===== config.mk =====
export PLATFORM = sky130hd
export DESIGN_NAME = foc_sequencer
export DESIGN_NICKNAME = d
export VERILOG_FILES = /design/src/rtl/foc_sequencer.sv
export SDC_FILE = /design/constraint.sdc
export NUM_CORES = 1
export LEC_CHECK = 0
export ABC_AREA = 1
export ABC_CLOCK_PERIOD_IN_PS = 2000
export CAP_MARGIN = 20
export CORE_UTILIZATION = 43
export CTS_CLUSTER_DIAMETER = 60
export DETAILED_ROUTE_END_ITERATION = 8
export PLACE_DENSITY = 0.81
export SLEW_MARGIN = 20
export SYNTH_ARGS = -nofsm -noshare
export SYNTH_HDL_FRONTEND = slang
export SYNTH_SLANG_ARGS = --single-unit

===== constraint.sdc =====
create_clock -name clk -period 2 [get_ports clk]
set_clock_uncertainty 0.05 [all_clocks]
set_input_delay 0.3 -clock clk [delete_from_list [all_inputs] [get_ports clk]]
set_output_delay 0.3 -clock clk [all_outputs]
set_load 0.005 [all_outputs]

===== src/rtl/foc_sequencer.sv =====
// FOC control-cycle sequencer: captures a sample set, then starts each processing
// stage in turn, waiting on its done (or a fixed single cycle), with timeout and abort.
module foc_sequencer #(
  parameter int                  D_WIDTH    = 16,
  parameter int                  N_CH       = 6,
  parameter int                  N_STAGES   = 6,
  parameter logic [N_STAGES-1:0] FIXED_MASK = 6'b001000,
  parameter int                  TIMEOUT    = 1024,
  parameter int                  CNT_W      = 8
) (
  input  logic                     clk,
  input  logic                     rstb,
  input  logic                     valid,
  output logic                     ready,
  input  logic [N_CH*D_WIDTH-1:0]  sample_in,
  output logic [N_CH*D_WIDTH-1:0]  sample_r,
  output logic [N_STAGES-1:0]      stage_start,
  input  logic [N_STAGES-1:0]      stage_done,
  output logic                     sub_rstb,
  output logic                     cycle_done,
  input  logic                     abort,
  input  logic                     fault_clr,
  output logic                     fault,
  output logic [3:0]               fault_stage,
  output logic [CNT_W-1:0]         cycle_cnt,
  output logic [CNT_W-1:0]         overrun_cnt
);

  localparam int TW = $clog2(TIMEOUT);

  typedef enum logic [2:0] {IDLE, START, WAIT, CLEAR, FAULT} state_t;

  state_t        state_r;
  logic [3:0]    idx_r;
  logic [TW-1:0] timer_r;
  logic          fixed_s;
  logic          done_s;
  logic          last_s;

  // Decode the current stage's fixed flag and done input without an out-of-range select.
  always_comb begin
    fixed_s = 1'b0;
    done_s  = 1'b0;
    for (int i = 0; i < N_STAGES; i++) begin
      fixed_s |= FIXED_MASK[i] & (idx_r == 4'(i));
      done_s  |= stage_done[i] & (idx_r == 4'(i));
    end
    last_s = (idx_r == 4'(N_STAGES - 1));
  end

  // Sequencer FSM with all outputs registered.
  always_ff @(posedge clk) begin
    if (!rstb) begin
      state_r     <= IDLE;
      idx_r       <= 4'd0;
      timer_r     <= '0;
      ready       <= 1'b1;
      sample_r    <= '0;
      stage_start <= '0;
      sub_rstb    <= 1'b1;
      cycle_done  <= 1'b0;
      fault       <= 1'b0;
      fault_stage <= 4'd0;
      cycle_cnt   <= '0;
      overrun_cnt <= '0;
    end else begin
      stage_start <= '0;
      cycle_done  <= 1'b0;
      if (valid && !ready && (overrun_cnt != '1)) begin
        overrun_cnt <= overrun_cnt + CNT_W'(1);
      end
      case (state_r)
        IDLE: begin
          if (valid) begin
            sample_r    <= sample_in;
            idx_r       <= 4'd0;
            ready       <= 1'b0;
            stage_start <= N_STAGES'(1);
            state_r     <= START;
          end
        end
        START: begin
          if (abort) begin
            sub_rstb <= 1'b0;
            state_r  <= CLEAR;
          end else begin
            timer_r <= '0;
            state_r <= WAIT;
          end
        end
        WAIT: begin
          // Done on the final timer cycle still wins over the timeout.
          if (abort) begin
            sub_rstb <= 1'b0;
            state_r  <= CLEAR;
          end else if (fixed_s || done_s) begin
            if (last_s) begin
              sub_rstb   <= 1'b0;
              cycle_done <= 1'b1;
              cycle_cnt  <= cycle_cnt + CNT_W'(1);
              state_r    <= CLEAR;
            end else begin
              idx_r       <= idx_r + 4'd1;
              stage_start <= N_STAGES'(1) << (idx_r + 4'd1);
              state_r     <= START;
            end
          end else if (timer_r == TW'(TIMEOUT - 1)) begin
            fault       <= 1'b1;
            fault_stage <= idx_r;
            sub_rstb    <= 1'b0;
            state_r     <= FAULT;
          end else begin
            timer_r <= timer_r + TW'(1);
          end
        end
        CLEAR: begin
          sub_rstb <= 1'b1;
          ready    <= 1'b1;
          state_r  <= IDLE;
        end
        FAULT: begin
          if (fault_clr) begin
            fault    <= 1'b0;
            sub_rstb <= 1'b1;
            ready    <= 1'b1;
            state_r  <= IDLE;
          end
        end
        default: begin
          sub_rstb <= 1'b1;
          ready    <= 1'b1;
          state_r  <= IDLE;
        end
      endcase
    end
  end

endmodule


==> summary.md <==
The number of antenna violations at the first check in global routing was 0; the ratio of routed vias to standard cells was 4.82. Yosys mapped a number of flops with a built-in enable equal to 0. Fraction of synthesized cell area taken by the top area cell type: 50.3%. The run gives 44.6% as the initial core utilization. The logs give 60.5% for the remaining max-slew budget at the tightest pin and 143 for the TritonCTS sink count. The H-tree generated during clock tree synthesis spans 4 levels. The routability congestion estimate from global placement came out at 0.815. The half-perimeter wire length of the detailed placement result was 10800 um. Broken down by cell family, the worst path's largest delay share belongs to buffers and inverters. Walking the worst path, the cells encountered are clkdlybuf4s50_1.

The die is 117 um wide. Sequential cells were found to cover 50.3% of the synthesized design area. Of the available clock period, the critical path in the final layout requires 90.6%.

The number of max-capacitance violations reported came out at 0. The buffer type at the clock tree root is sky130_fd_sc_hd__clkbuf_16. The run gives 15300 um as the total wirelength of the detailed-routed design.

The tools report the number of endpoints with negative hold slack in the final report as 0. Synthesis instantiated 32 different standard cells from the library. First-pass iteration count of the detailed router: 4. The number of buffer and inverter instances along the worst setup path was 1. For the worst-skew pair, the clock arrives at the later sink with an insertion delay of 0.41 ns. TritonCTS created 17 clock buffers. In the post-route analysis, the smallest setup slack over all paths is 0.188 ns.

Counting the fill cells in the layout gives 1029. In the synthesized netlist, the number of instances is 756. The DRC violations left was 0; the area of the mapped netlist was 5700 um^2.

The post-layout utilization of the core was 69.0%. The maximum fanout along the worst path is 7, and the post-synthesis net count is 871. The clock-pin slew of the registers on the worst-case setup and hold paths came out at 0.06 ns. After layout, the minimum clock period comes to 1.81 ns.

Leakage power of the design: 3.31 nW. The worst setup path is launched from a register. After synthesis the netlist holds a flip-flop and latch count of 143. The die is 117 um tall. The post-route netlist has 6.63% of its cells at a drive strength greater than 1. For this run the aggregate overflow at the end of global routing stands at 0. The critical path is of the reg2out type. The wire length of the first global-routing pass is 23400 um, and the number of failing setup endpoints in the final timing report is 0.

The wire length per cell after detailed routing is 13.1 um, and the overall fraction of global-route tracks in use is 22.2%. Static timing analysis puts the maximum clock frequency at 552 MHz. The number of buffers inserted to repair setup after CTS was 0; the antenna diode count was 0. The fraction of registers with async set/reset is 0%, and the final number of max-transition violations is 0.

The worst setup path is captured at an output port. Most used flip-flop cell after synthesis: sky130_fd_sc_hd__dfxtp_1. For this run, the number of Yosys warnings is 0.

At the worst endpoint, the arrival time is 1.46 ns. The worst setup slack before clock tree synthesis came out at 0.0441 ns. The run gives 0 ns as the final sum of negative setup slack. Input and output buffers added on the ports amount to 231.

Setup repair after global routing left no endpoint under its margin. The run gives 0 as the residual antenna-violating net count after detailed routing. By area the synthesized netlist is led by sky130_fd_sc_hd__dfxtp_1 50%, sky130_fd_sc_hd__nand2_1 19%, sky130_fd_sc_hd__a21oi_1 11%, sky130_fd_sc_hd__nor2_1 2.6%, sky130_fd_sc_hd__inv_1 2.2%. The worst-case clock buffer depth is 2. The area of all sequential standard cells is 2870 um^2, and the transition time at the pin with the least slew margin is 0.593 ns.

Relative to the synthesized area, the layout overhead comes to 54.7%. Number of nets in the layout: 1098. The area enclosed by the die boundary was 13700 um^2. The power density normalized to cell area is 895 nW/um^2, and the mean instance size in the synthesized netlist is 7.54 um^2.

In this run the core area contains 41 standard-cell rows. The number of global-route vias before repair was 4944; the area of the multi-input gates was 2510 um^2. The run finished with clean final reports. The core region is 12800 um^2.

For this design, the slowest cell found on the critical path is sky130_fd_sc_hd__clkdlybuf4s50_1. TritonCTS built the clock tree. The min-delay analysis places its worst path in the category in2reg. Pin placement for this block handled 233 I/O pins. The biggest area contributor in the post-synthesis netlist is sky130_fd_sc_hd__dfxtp_1.

Detailed routing inserted a total of 5626 vias. The largest single stage delay on the critical path is 0.59 ns. STA puts the critical path data required time at 1.65 ns. Worst-case vdd ir drop: 0.560 mV. The pin count of the biggest net entering global routing is 58, and the first-iteration detailed-routing DRC count is 312.
[power by group]
part | internal (mW) | switching (mW) | total [mW]
combinational | 0.772 | 0.682 | 1.45
clock | 2.10 | 1.16 | 3.25
sequential | 3.06 | 0.114 | 3.18
[area by class of cell]
class                      instances  share of cell area (%)
inverter                          38                    1.70
sequential                       143                    32.5
clock inverter                     8                    1.46
tap                              172                    2.44
timing repair buffer             245                    27.9
multi-input combinational        538                    28.4
clock buffer                      24                    5.58
[registers in the layout (all words and copies together) (netlist names)]
register,flops
idx_r,4
state_r,3
timer_r,10
cycle_done,1
sample_r,96
fault_stage,4
sub_rstb,1
ready,1
fault,1
stage_start,6
cycle_cnt,8
overrun_cnt,8
[synth_stat cells, drive strengths merged, types with 8 or more instances]
master / instances
dfxtp: 143
nand4: 10
buf: 16
nand3: 23
clkbuf: 21
inv: 36
ha: 8
o21ai: 11
xor2: 8
a21oi: 126
nor2: 45
nand2: 288
[stage by stage]
stage          instances  area [um^2]  power [mW]  hold WS [ns]
5_1_grt             1168         8810        8.28         0.379
6_report            1168         8810        7.89         0.388
3_3_place_gp        1136         8180        4.67         0.390
3_5_place_dp        1136         8180        4.69         0.390
2_1_floorplan        756         5700        3.89         0.391
4_1_cts             1168         8800        7.96         0.365
[cell usage in the layout (no fill, tap or decap), drive strengths merged, types with 4 or more instances in the layout]
cell           count
nand2            288
clkdlybuf4s50    231
dfxtp            143
a21oi            126
nor2              45
inv               35
clkbuf            24
nand3             23
buf               14
o21ai             11
nand4             10
xor2               8
ha                 8
xnor2              6
nor3               6
clkinvlp           4
clkinv             4
[kinds of logic (layout without fill, tap and decap cells)]
| group | Yosys count | after routing | share of synthesized area (%) |
|---|---|---|---|
| and+or+nand+nor | 376 | 376 | 27.4 |
| DFF | 143 | 143 | 50.3 |
| AOI/OAI and AO/OA | 140 | 140 | 12.4 |
| buffers and inverters | 75 | 315 | 6.00 |
| xor gates and xnor gates | 14 | 14 | 2.15 |
| adders and majority gates | 8 | 8 | 1.76 |
[routing by layer]
layer / vias up / GRT usage [%] / routed length, um
met4: 0 / 8.52 / 297
met3: 24 / 7.72 / 1250
met5: - / 0 / 0
met2: 196 / 36.6 / 7390
met1: 2529 / 26.8 / 6380
li1: 2877 / - / -
[what timing repair did]
item	in CTS	in global routing
setup endpoints to repair	0	26
resized for setup	0	5
hold buffers	0	0
[worst paths after layout]
kind / from / end / slack (ns) / depth (start not counted)
worst max register to register: idx_r[1] / state_r[1] / 0.22 / 13
worst min-delay path: sample_in[5] / sample_r[5] / 0.39 / 3
worst min register to register: sub_rstb / sub_rstb / 0.41 / 2
worst max-delay path: cycle_cnt[3] / cycle_cnt[3] / 0.19 / 1
[worst reg2reg max path, cell delays in order, from the launching register on]
cell and delay (ns):
sky130_fd_sc_hd__dfxtp_2 0.35, sky130_fd_sc_hd__inv_1 0.10, sky130_fd_sc_hd__ha_1 0.26, sky130_fd_sc_hd__nand2_1 0.08
sky130_fd_sc_hd__nand2_1 0.06, sky130_fd_sc_hd__inv_1 0.04, sky130_fd_sc_hd__nand2_2 0.09, sky130_fd_sc_hd__nand3_1 0.11
sky130_fd_sc_hd__nand2_2 0.12, sky130_fd_sc_hd__inv_1 0.06, sky130_fd_sc_hd__nand3_1 0.14, sky130_fd_sc_hd__nand3_1 0.10
sky130_fd_sc_hd__nand2_1 0.07, sky130_fd_sc_hd__inv_1 0.03
No activity file was read; power rests on OpenSTA's default activity.
